[src/rtl/i2c_reg_ctrl.sv]
// I2C register-file controller: pointer/write/read protocol on top of a byte-level
// I2C slave engine, plus an internal write port that loses to I2C on collisions.
module i2c_reg_ctrl #(
   parameter int unsigned NUM_REGS   = 8,
   parameter logic [7:0]  RD_OOR_VAL = 8'h00
) (
   input  logic                    i_sys_clk,
   input  logic                    i_rst,
   input  logic                    i_start,
   input  logic                    i_rw,
   input  logic                    i_stop,
   input  logic                    i_rx_valid,
   input  logic [7:0]              i_rx_data,
   input  logic                    i_rd_req,
   output logic [7:0]              o_tx_data,
   output logic                    o_tx_valid,
   input  logic                    i_int_we,
   input  logic [7:0]              i_int_addr,
   input  logic [7:0]              i_int_wdata,
   output logic                    o_int_drop,
   output logic [8*NUM_REGS-1:0]   o_regs,
   output logic [7:0]              o_pointer,
   output logic                    o_err
);

   localparam int unsigned DW       = 8;
   localparam logic [7:0]  LAST_IDX = 8'(NUM_REGS - 1);

   typedef enum logic [1:0] {
      ST_IDLE = 2'd0,
      ST_PTR  = 2'd1,
      ST_WR   = 2'd2,
      ST_RD   = 2'd3
   } state_t;

   state_t         state_q, state_d;
   logic [DW-1:0]  ptr_q, ptr_d;
   logic [DW-1:0]  regs_q [NUM_REGS];
   logic [DW-1:0]  regs_d [NUM_REGS];
   logic [DW-1:0]  tx_data_q, tx_data_d;
   logic           tx_valid_q, tx_valid_d;
   logic           int_drop_q, int_drop_d;
   logic           err_q, err_d;

   logic           ptr_load_c;
   logic           i2c_wr_c;
   logic           rd_c;
   logic           ptr_in_range_c;
   logic           int_in_range_c;
   logic           i2c_wr_ok_c;
   logic           int_hit_c;
   logic           int_wr_ok_c;
   logic [DW-1:0]  ptr_inc_c;
   logic [DW-1:0]  rd_sel_c;

   // State register
   always_ff @(posedge i_sys_clk or posedge i_rst) begin
      if (i_rst) begin
         state_q <= ST_IDLE;
      end else begin
         state_q <= state_d;
      end
   end

   // Next state: START always wins over STOP
   always_comb begin
      state_d = state_q;
      if (i_start) begin
         state_d = i_rw ? ST_RD : ST_PTR;
      end else if (i_stop) begin
         state_d = ST_IDLE;
      end else if (state_q == ST_PTR && i_rx_valid) begin
         state_d = ST_WR;
      end
   end

   // Per-state transfer actions; bus events in the same cycle take precedence
   always_comb begin
      ptr_load_c = 1'b0;
      i2c_wr_c   = 1'b0;
      rd_c       = 1'b0;
      if (!i_start && !i_stop) begin
         case (state_q)
            ST_PTR:  ptr_load_c = i_rx_valid;
            ST_WR:   i2c_wr_c   = i_rx_valid;
            ST_RD:   rd_c       = i_rd_req;
            default: ;
         endcase
      end
   end

   assign ptr_in_range_c = (ptr_q <= LAST_IDX);
   assign int_in_range_c = (i_int_addr <= LAST_IDX);
   assign i2c_wr_ok_c    = i2c_wr_c && ptr_in_range_c;
   assign int_hit_c      = i_int_we && int_in_range_c;
   assign int_wr_ok_c    = int_hit_c && !(i2c_wr_ok_c && (i_int_addr == ptr_q));
   // In-range pointers wrap at the register count, out-of-range ones modulo 256
   assign ptr_inc_c      = (ptr_q == LAST_IDX) ? 8'h00 : ptr_q + 8'h01;

   always_comb begin
      rd_sel_c = 8'h00;
      for (int i = 0; i < int'(NUM_REGS); i++) begin
         if (ptr_q == 8'(i)) rd_sel_c = regs_q[i];
      end
   end

   always_comb begin
      for (int i = 0; i < int'(NUM_REGS); i++) begin
         regs_d[i] = regs_q[i];
         if (i2c_wr_ok_c && ptr_q == 8'(i)) begin
            regs_d[i] = i_rx_data;
         end else if (int_wr_ok_c && i_int_addr == 8'(i)) begin
            regs_d[i] = i_int_wdata;
         end
      end
   end

   always_comb begin
      ptr_d      = ptr_q;
      tx_data_d  = tx_data_q;
      tx_valid_d = 1'b0;
      int_drop_d = int_hit_c && i2c_wr_ok_c && (i_int_addr == ptr_q);
      err_d      = (i2c_wr_c || rd_c) && !ptr_in_range_c;
      if (ptr_load_c) begin
         ptr_d = i_rx_data;
      end else if (i2c_wr_c || rd_c) begin
         ptr_d = ptr_inc_c;
      end
      if (rd_c) begin
         tx_valid_d = 1'b1;
         // Forward an internal write landing on the same edge as the request
         if (!ptr_in_range_c) begin
            tx_data_d = RD_OOR_VAL;
         end else if (int_wr_ok_c && i_int_addr == ptr_q) begin
            tx_data_d = i_int_wdata;
         end else begin
            tx_data_d = rd_sel_c;
         end
      end
   end

   always_ff @(posedge i_sys_clk or posedge i_rst) begin
      if (i_rst) begin
         ptr_q      <= '0;
         tx_data_q  <= '0;
         tx_valid_q <= 1'b0;
         int_drop_q <= 1'b0;
         err_q      <= 1'b0;
         for (int i = 0; i < int'(NUM_REGS); i++) regs_q[i] <= '0;
      end else begin
         ptr_q      <= ptr_d;
         tx_data_q  <= tx_data_d;
         tx_valid_q <= tx_valid_d;
         int_drop_q <= int_drop_d;
         err_q      <= err_d;
         for (int i = 0; i < int'(NUM_REGS); i++) regs_q[i] <= regs_d[i];
      end
   end

   always_comb begin
      for (int i = 0; i < int'(NUM_REGS); i++) begin
         o_regs[8*i +: 8] = regs_q[i];
      end
   end

   assign o_tx_data  = tx_data_q;
   assign o_tx_valid = tx_valid_q;
   assign o_int_drop = int_drop_q;
   assign o_err      = err_q;
   assign o_pointer  = ptr_q;

endmodule

[config.mk]
export PLATFORM = sky130hd
export DESIGN_NAME = i2c_reg_ctrl
export DESIGN_NICKNAME = d
export VERILOG_FILES = /design/src/rtl/i2c_reg_ctrl.sv
export SDC_FILE = /design/constraint.sdc
export NUM_CORES = 1
export LEC_CHECK = 0
export ABC_AREA = 1
export BUFFER_PORTS_ARGS = -buffer_cell sky130_fd_sc_hd__buf_4
export CAP_MARGIN = 5
export CELL_PAD_IN_SITES_DETAIL_PLACEMENT = 2
export CELL_PAD_IN_SITES_GLOBAL_PLACEMENT = 2
export CORE_MARGIN = 1.5
export CORE_UTILIZATION = 30
export DETAILED_ROUTE_END_ITERATION = 8
export MAX_ROUTING_LAYER = met4
export PLACE_DENSITY = 0.83
export SLEW_MARGIN = 15
export SYNTH_ARGS = -nofsm -noshare
export SYNTH_HDL_FRONTEND = slang
export SYNTH_SLANG_ARGS = --single-unit
[constraint.sdc]
create_clock -name i_sys_clk -period 3.6 [get_ports i_sys_clk]
set_clock_uncertainty 0.05 [all_clocks]
set_input_delay 0.54 -clock i_sys_clk [delete_from_list [all_inputs] [get_ports i_sys_clk]]
set_output_delay 0.54 -clock i_sys_clk [all_outputs]
set_load 0.005 [all_outputs]
==> results.json, run 1 <==
{
  "insertedDiodeCount": 0,
  "syn_nets": 823,
  "dp_hpwl_um": 17000,
  "tritoncts": "built",
  "cp_max_fo": 16,
  "drive_above_1_share_pct": 19.0,
  "worstPathRequired_ns": 3.79,
  "ios": 115,
  "ant_nets": 0,
  "syn_inst": 787,
  "root_buffer": "clkbuf_16",
  "finalNetCount": 931,
  "crit_path_end_kind": "flop",
  "drt_iter0_markers": 315,
  "fp-row-count": 48,
  "fin_crit_sh_pct": 79.0,
  "hp-class": "in2async",
  "relSlewSlack_pct": 49.7,
  "rsz0062_at_grt": "false",
  "reg2reg_slack_ns": 0.76,
  "r2r_end": "o_regs[30]$_DFFE_PP0P_",
  "cts_buffer_depth": 2,
  "start_util_pct": 30.8,
  "grt_pass1_wl_um": 34700,
  "worstRegToRegCells": 10,
  "critPathArrivalTime_ns": 3.03,
  "antenna_found_initial": 0,
  "fillCellCount": 2121,
  "syn2layout_area_growth_pct": 25.3,
  "syn_avg_cell_area_um2": 6.76,
  "setup_viol": 0,
  "clock_latency_ns": 0.36,
  "powerDensity_mw_per_mm2": 387,
  "outcome": "finished clean",
  "min_period_ns": 2.84,
  "firstDrtPassIters": 4,
  "gp_congestion": 0.893,
  "grt_use_total_pct": 26.0,
  "cts.sinks": 85,
  "worstSetupEndpoint": "o_regs[30]$_DFFE_PP0P_",
  "hold_viol_final": 0,
  "p_leak_nw": 3.66,
  "max_freq_ghz": 0.352,
  "vias": 5739,
  "cts_htree_levels": 3,
  "register_area_mm2": 0.00213,
  "grt_pass1_vias": 6054,
  "ir_drop_v": 0.000245,
  "worstSetupStartpointType": "flop",
  "fp.dieArea_mm2": 0.0186,
  "grt_overflow": 0,
  "die_x_um": 136,
  "crit_type": "reg2reg",
  "numCtsBuffers": 9,
  "worstReg2RegStart": "o_pointer[4]$_DFFE_PP0P_",
  "clkSlewWorstSetupHoldPaths_ns": 0.07,
  "vias_per_cell": 5.10,
  "fin_util_pct": 38.6,
  "die_y_um": 136,
  "hold_ws_ns": 0.234,
  "grt_max_degree": 39,
  "hold_buffers": 0,
  "ys_types": 38,
  "wl_per_cell_um": 20.1,
  "cap_viol_max_count": 0,
  "seq_area_frac_synth_pct": 40.0,
  "drc": 0,
  "multiInputGateArea_mm2": 0.00277,
  "wl_um": 22600,
  "startpoint": "o_pointer[4]$_DFFE_PP0P_",
  "port_buffers": 114,
  "post_cts_buffers": 0,
  "slew_violations": 0,
  "synth-seq-cells": 85,
  "setup_tns_ns": 0,
  "cts_resized": 0,
  "synthesis.area_mm2": 0.00532,
  "ys_warn_count": 0,
  "tightest_slew_ns": 0.755,
  "fp.coreArea_mm2": 0.0173
}
## layout by cell type (no fill, tap or decap), drive strengths merged
cell	Yosys	final
o31ai	2	2
o211ai	5	5
o221ai	2	2
clkbuf	9	12
buf	13	119
nor3b	1	1
inv	79	78
nor3	7	7
a22oi	3	3
clkinv	4	8
o41ai	1	1
nand2	334	334
dfrtp	85	85
a31oi	3	3
a21oi	20	20
clkinvlp	0	1
o21ai	84	84
nand3b	4	4
o22ai	1	1
nand4	9	9
nand3	64	64
or2	1	1
xor2	9	9
nor2	43	43
ha	4	4
## worst max-delay path, stage by stage, from the launching register on
cell and delay, ns:
dfrtp_1 0.47, nor2_1 0.17, nand2_2 0.17, inv_1 0.33, nand3_1 0.37, clkinv_1 0.30
nand2_1 0.33, nand2_1 0.26, inv_1 0.12, nand2_1 0.08, nand3_1 0.06
## layout make-up
class / instances / share of cell area, %
Timing Repair Buffer: 119 / 13.4
Multi-Input combinational cell: 597 / 41.5
Clock inverter: 4 / 0.338
Inverter: 83 / 4.80
Tap cell: 225 / 4.22
Sequential cell: 85 / 31.9
Clock buffer: 12 / 3.85
## how the worst min path moves through the flow
| stage | from | endpoint | depth (start not counted) |
|---|---|---|---|
| global route | i_rst | o_regs[50]$_DFFE_PP0P_ | 2 |
| global placement | o_tx_data[5]$_DFFE_PP0P_ | o_tx_data[5]$_DFFE_PP0P_ | 2 |
| detailed placement | o_tx_data[6]$_DFFE_PP0P_ | o_tx_data[6]$_DFFE_PP0P_ | 2 |
| floorplan | o_tx_data[0]$_DFFE_PP0P_ | o_tx_data[0]$_DFFE_PP0P_ | 2 |
| finish | i_rst | o_regs[50]$_DFFE_PP0P_ | 2 |
| CTS | i_rst | o_regs[50]$_DFFE_PP0P_ | 2 |
## flip-flops by register name, summed over array words and instances (netlist names)
name / cells
o_err: 1
o_int_drop: 1
o_pointer: 8
o_regs: 64
o_tx_data: 8
o_tx_valid: 1
state_q: 2
## cells in the mapped netlist
cell type | n | area, um^2
dfrtp_1 | 85 | 2130
nor2_1 | 38 | 143
nand3_1 | 59 | 295
a31oi_1 | 3 | 18.8
nor3_1 | 5 | 25.0
inv_2 | 7 | 26.3
o41ai_1 | 1 | 8.76
clkbuf_1 | 9 | 33.8
buf_4 | 1 | 7.51
nand3b_1 | 4 | 30.0
o31ai_1 | 2 | 15.0
o21ai_1 | 5 | 25.0
o22ai_1 | 1 | 6.26
clkinv_2 | 2 | 10.0
nand3_2 | 5 | 50.1
buf_6 | 2 | 22.5
clkinv_1 | 1 | 3.75
clkinv_4 | 1 | 8.76
buf_1 | 4 | 15.0
nand2_2 | 8 | 50.1
nand2_1 | 323 | 1210
buf_2 | 6 | 30.0
nor3_4 | 2 | 32.5
xor2_1 | 9 | 78.8
o211ai_1 | 5 | 37.5
nor2_2 | 4 | 25.0
ha_1 | 4 | 50.1
a22oi_1 | 3 | 22.5
or2_2 | 1 | 6.26
a21oi_2 | 1 | 8.76
nand4_1 | 9 | 56.3
nor2_4 | 1 | 11.3
a21oi_1 | 19 | 95.1
inv_1 | 72 | 270
nor3b_4 | 1 | 18.8
nand2_4 | 3 | 33.8
o21ai_0 | 79 | 395
o221ai_1 | 2 | 17.5
## metal layers
metal,up-vias,GRT usage [%],wire (um)
li1,2739,-,-
met1,2843,34.2,10400
met2,127,41.8,10800
met3,30,2.91,969
met4,0,8.81,474
met5,-,-,0
## metrics by stage
step                cell area [um^2]  total power, W  std cells  setup slack [ns]
CTS                             6670         0.00260       1125             0.791
global placement                6390         0.00166       1109             0.871
floorplan                       5320         0.00141        787             0.817
detailed placement              6390         0.00168       1109             0.782
global route                    6670         0.00271       1125             0.481
finish                          6670         0.00258       1125             0.757
## report_power, final
part,internal [W],leakage (nW),switching [W]
logic,0.000210,2.40,0.000323
registers,0.00101,1.12,0.000122
clock network,0.000503,0.138,0.000409
## cell families (layout without fill, tap and decap cells)
kind of cell / count (synthesis) / after routing / synth area share (%)
flops: 85 / 85 / 40.0
simple gates: 463 / 463 / 37.4
compound gates: 121 / 121 / 12.2
buf+inv: 105 / 218 / 8.04
xor+xnor: 9 / 9 / 1.48
fa+ha+maj: 4 / 4 / 0.940
(Power assumes the default switching activity.)
==> run 2, diff against run 1 <==
--- a/config.mk
+++ b/config.mk
@@ -11,10 +11,10 @@
 export CELL_PAD_IN_SITES_DETAIL_PLACEMENT = 2
 export CELL_PAD_IN_SITES_GLOBAL_PLACEMENT = 2
 export CORE_MARGIN = 1.5
-export CORE_UTILIZATION = 30
+export CORE_UTILIZATION = 27
 export DETAILED_ROUTE_END_ITERATION = 8
 export MAX_ROUTING_LAYER = met4
-export PLACE_DENSITY = 0.83
+export PLACE_DENSITY = 0.79
 export SLEW_MARGIN = 15
 export SYNTH_ARGS = -nofsm -noshare
 export SYNTH_HDL_FRONTEND = slang
==> constraint.sdc (replaced) <==
create_clock -name i_sys_clk -period 2.4 [get_ports i_sys_clk]
set_clock_uncertainty 0.05 [all_clocks]
set_input_delay 0.36 -clock i_sys_clk [delete_from_list [all_inputs] [get_ports i_sys_clk]]
set_output_delay 0.36 -clock i_sys_clk [all_outputs]
set_load 0.005 [all_outputs]
==> run 2 against run 1 <==
Against the previous run:
- combinational power is 110% higher
- wire length up 4.3%
- first-iteration DRC count shrank 34%
- utilization decreased by 1.4 points
- power up 68%
- clock-buffer cell count unchanged
- sequential share of layout area down 2.4 points
- largest power group is now the clock network
- highest routed layer unchanged
==> results.json, run 2 (synthesis gave the netlist of run 1 again) <==
{
  "drive_above_1_share_pct": 23.8,
  "hp-class": "in2reg",
  "fillCellCount": 2373,
  "finalNetCount": 972,
  "grt_overflow": 0,
  "fin_util_pct": 37.2,
  "firstDrtPassIters": 4,
  "power_switching_share_pct": 32.1,
  "fin_crit_sh_pct": 94.8,
  "dp_hpwl_um": 17600,
  "power_frac_comb_pct": 25.4,
  "reg2reg_slack_ns": 0.12,
  "worstPathRequired_ns": 2.60,
  "root_buffer": "clkbuf_16",
  "fp-row-count": 51,
  "fp.coreArea_mm2": 0.0194,
  "worstReg2RegStart": "o_pointer[1]$_DFFE_PP0P_",
  "crit_type": "reg2reg",
  "relSlewSlack_pct": 55.3,
  "pwr-share-clk_pct": 37.5,
  "drc": 0,
  "met2WireLength_um": 11900,
  "cts_buffer_depth": 2,
  "cts_htree_levels": 3,
  "slew_violations": 0,
  "ir_drop_v": 0.000292,
  "die_y_um": 143,
  "clkSlewWorstSetupHoldPaths_ns": 0.07,
  "start_util_pct": 27.4,
  "p_total_w": 0.00433,
  "cp_max_fo": 8,
  "grt_use_total_pct": 24.1,
  "largest_reg_flops": 64,
  "ios": 115,
  "clock_latency_ns": 0.36,
  "numCtsBuffers": 9,
  "fin_ws_ns": 0.124,
  "final_cell_mix": "nand2_1, buf_4, dfrtp_1",
  "routed-wl-met3_um": 720,
  "tightest_slew_ns": 0.671,
  "seqPwrFrac_pct": 37.2,
  "r2r_end": "o_tx_data[2]$_DFFE_PP0P_",
  "cts.sinks": 85,
  "antenna_found_initial": 0,
  "port_buffers": 114,
  "startpoint": "o_pointer[1]$_DFFE_PP0P_",
  "power.internal_w": 0.00294,
  "gp_congestion": 0.863,
  "final_common_cell": "nand2_1",
  "ant_nets": 0,
  "max_freq_ghz": 0.439,
  "grt_pass1_vias": 6191,
  "die_x_um": 143,
  "critPathArrivalTime_ns": 2.48,
  "place_ws_ns": -0.0896,
  "grt_pass1_wl_um": 35800,
  "vias": 5944,
  "outcome": "finished clean",
  "drt_iter0_markers": 209,
  "hold_viol_final": 0,
  "vias_per_cell": 4.92,
  "syn2layout_area_growth_pct": 35.5,
  "cap_viol_max_count": 0,
  "p_leak_nw": 3.91,
  "wl_um": 23600,
  "powerDensity_mw_per_mm2": 601,
  "setup_viol": 0,
  "min_period_ns": 2.28,
  "wl_per_cell_um": 19.5,
  "fp.dieArea_mm2": 0.0206,
  "worstRegToRegCells": 16,
  "wl_met1_um": 10700,
  "top_layer_used": "met4",
  "crit_path_end_kind": "flop",
  "grt_max_degree": 51,
  "worstSetupEndpoint": "o_tx_data[2]$_DFFE_PP0P_",
  "tritoncts": "built",
  "worstSetupStartpointType": "flop",
  "power_switching_w": 0.00139
}
==> run 2: cell types whose count changed in the layout (fill, tap and decap cells not counted), moves of 2 or more <==
cell / previous run / this run
nor2_1: 38 / 36
nand2_1: 323 / 319
clkinv_2: 6 / 2
nand2_4: 3 / 7
buf_4: 119 / 155
buf_6: 0 / 2
inv_2: 7 / 5
inv_4: 0 / 4
nand3_1: 59 / 56
nor2_4: 1 / 4
nand3_4: 0 / 2
bufinv_16: 0 / 2
==> run 2: worst min path at each step <==
stage	slack, ns	to	from	depth (start not counted)
floorplan	0.41	state_q[0]$_DFFE_PP0P_	i_stop	1
global placement	0.37	o_regs[54]$_DFFE_PP0P_	i_rst	2
detailed placement	0.38	o_regs[48]$_DFFE_PP0P_	i_rst	2
CTS	0.13	state_q[0]$_DFFE_PP0P_	i_stop	2
global route	0.15	state_q[0]$_DFFE_PP0P_	i_stop	2
finish	0.14	state_q[0]$_DFFE_PP0P_	i_stop	2
==> run 2: critical path: stages, from the launching register on <==
cell,delay [ns]
dfrtp_1,0.41
buf_4,0.17
inv_1,0.10
ha_1,0.15
inv_1,0.09
nor2_4,0.16
nand2_4,0.10
nand3_1,0.13
nand3_1,0.20
nand2_1,0.15
nand3_1,0.09
nand2_1,0.09
nand2_1,0.06
nand2_1,0.07
nand2_1,0.05
nand2_1,0.05
nand2_1,0.04
==> run 2: final cells by class <==
type,instances,area [um^2],share of cell area (%)
multi-input cells,598,2870,39.8
repair buffers,159,1220,16.9
clock inverters,4,70.1,0.972
inverters,83,339,4.70
clock buffers,12,256,3.56
well taps,265,332,4.60
diodes,1,2.50,0.0347
flip-flops and latches,85,2130,29.5
==> run 2: power by group through the flow <==
stage | sequential, W | clock [W] | combinational (W)
after detailed placement | 0.00163 | 0 | 0.00104
final | 0.00161 | 0.00162 | 0.00110
after global routing | 0.00162 | 0.00168 | 0.00120
after CTS | 0.00161 | 0.00164 | 0.00105
after global placement | 0.00163 | 0 | 0.00100
after floorplan | 0.00167 | 0 | 0.000456
==> run 2: stage by stage <==
step	cell area [um^2]	cells	hold slack, ns	setup TNS [ns]
after floorplan	5330	787	0.408	0
after global placement	6740	1187	0.366	0
after detailed placement	6740	1187	0.376	-0.411
after CTS	7090	1204	0.128	0
after global routing	7210	1206	0.152	-0.0111
final	7210	1207	0.136	0
==> run 2: per-layer routing <==
layer / GRT usage, % / vias up
met1: 30.8 / 2984
met2: 40.4 / 127
met4: 7.47 / 0
met5: - / -
met3: 2.07 / 20
li1: - / 2813
==> run 2: repair_timing <==
item,4_1_cts,5_1_grt
resized for setup,3,31
gates cloned,0,1
hold buffers,1,0
endpoints found under the setup margin,6,52
setup buffers,0,1
hold endpoints to repair,17,0
pin swaps,0,1
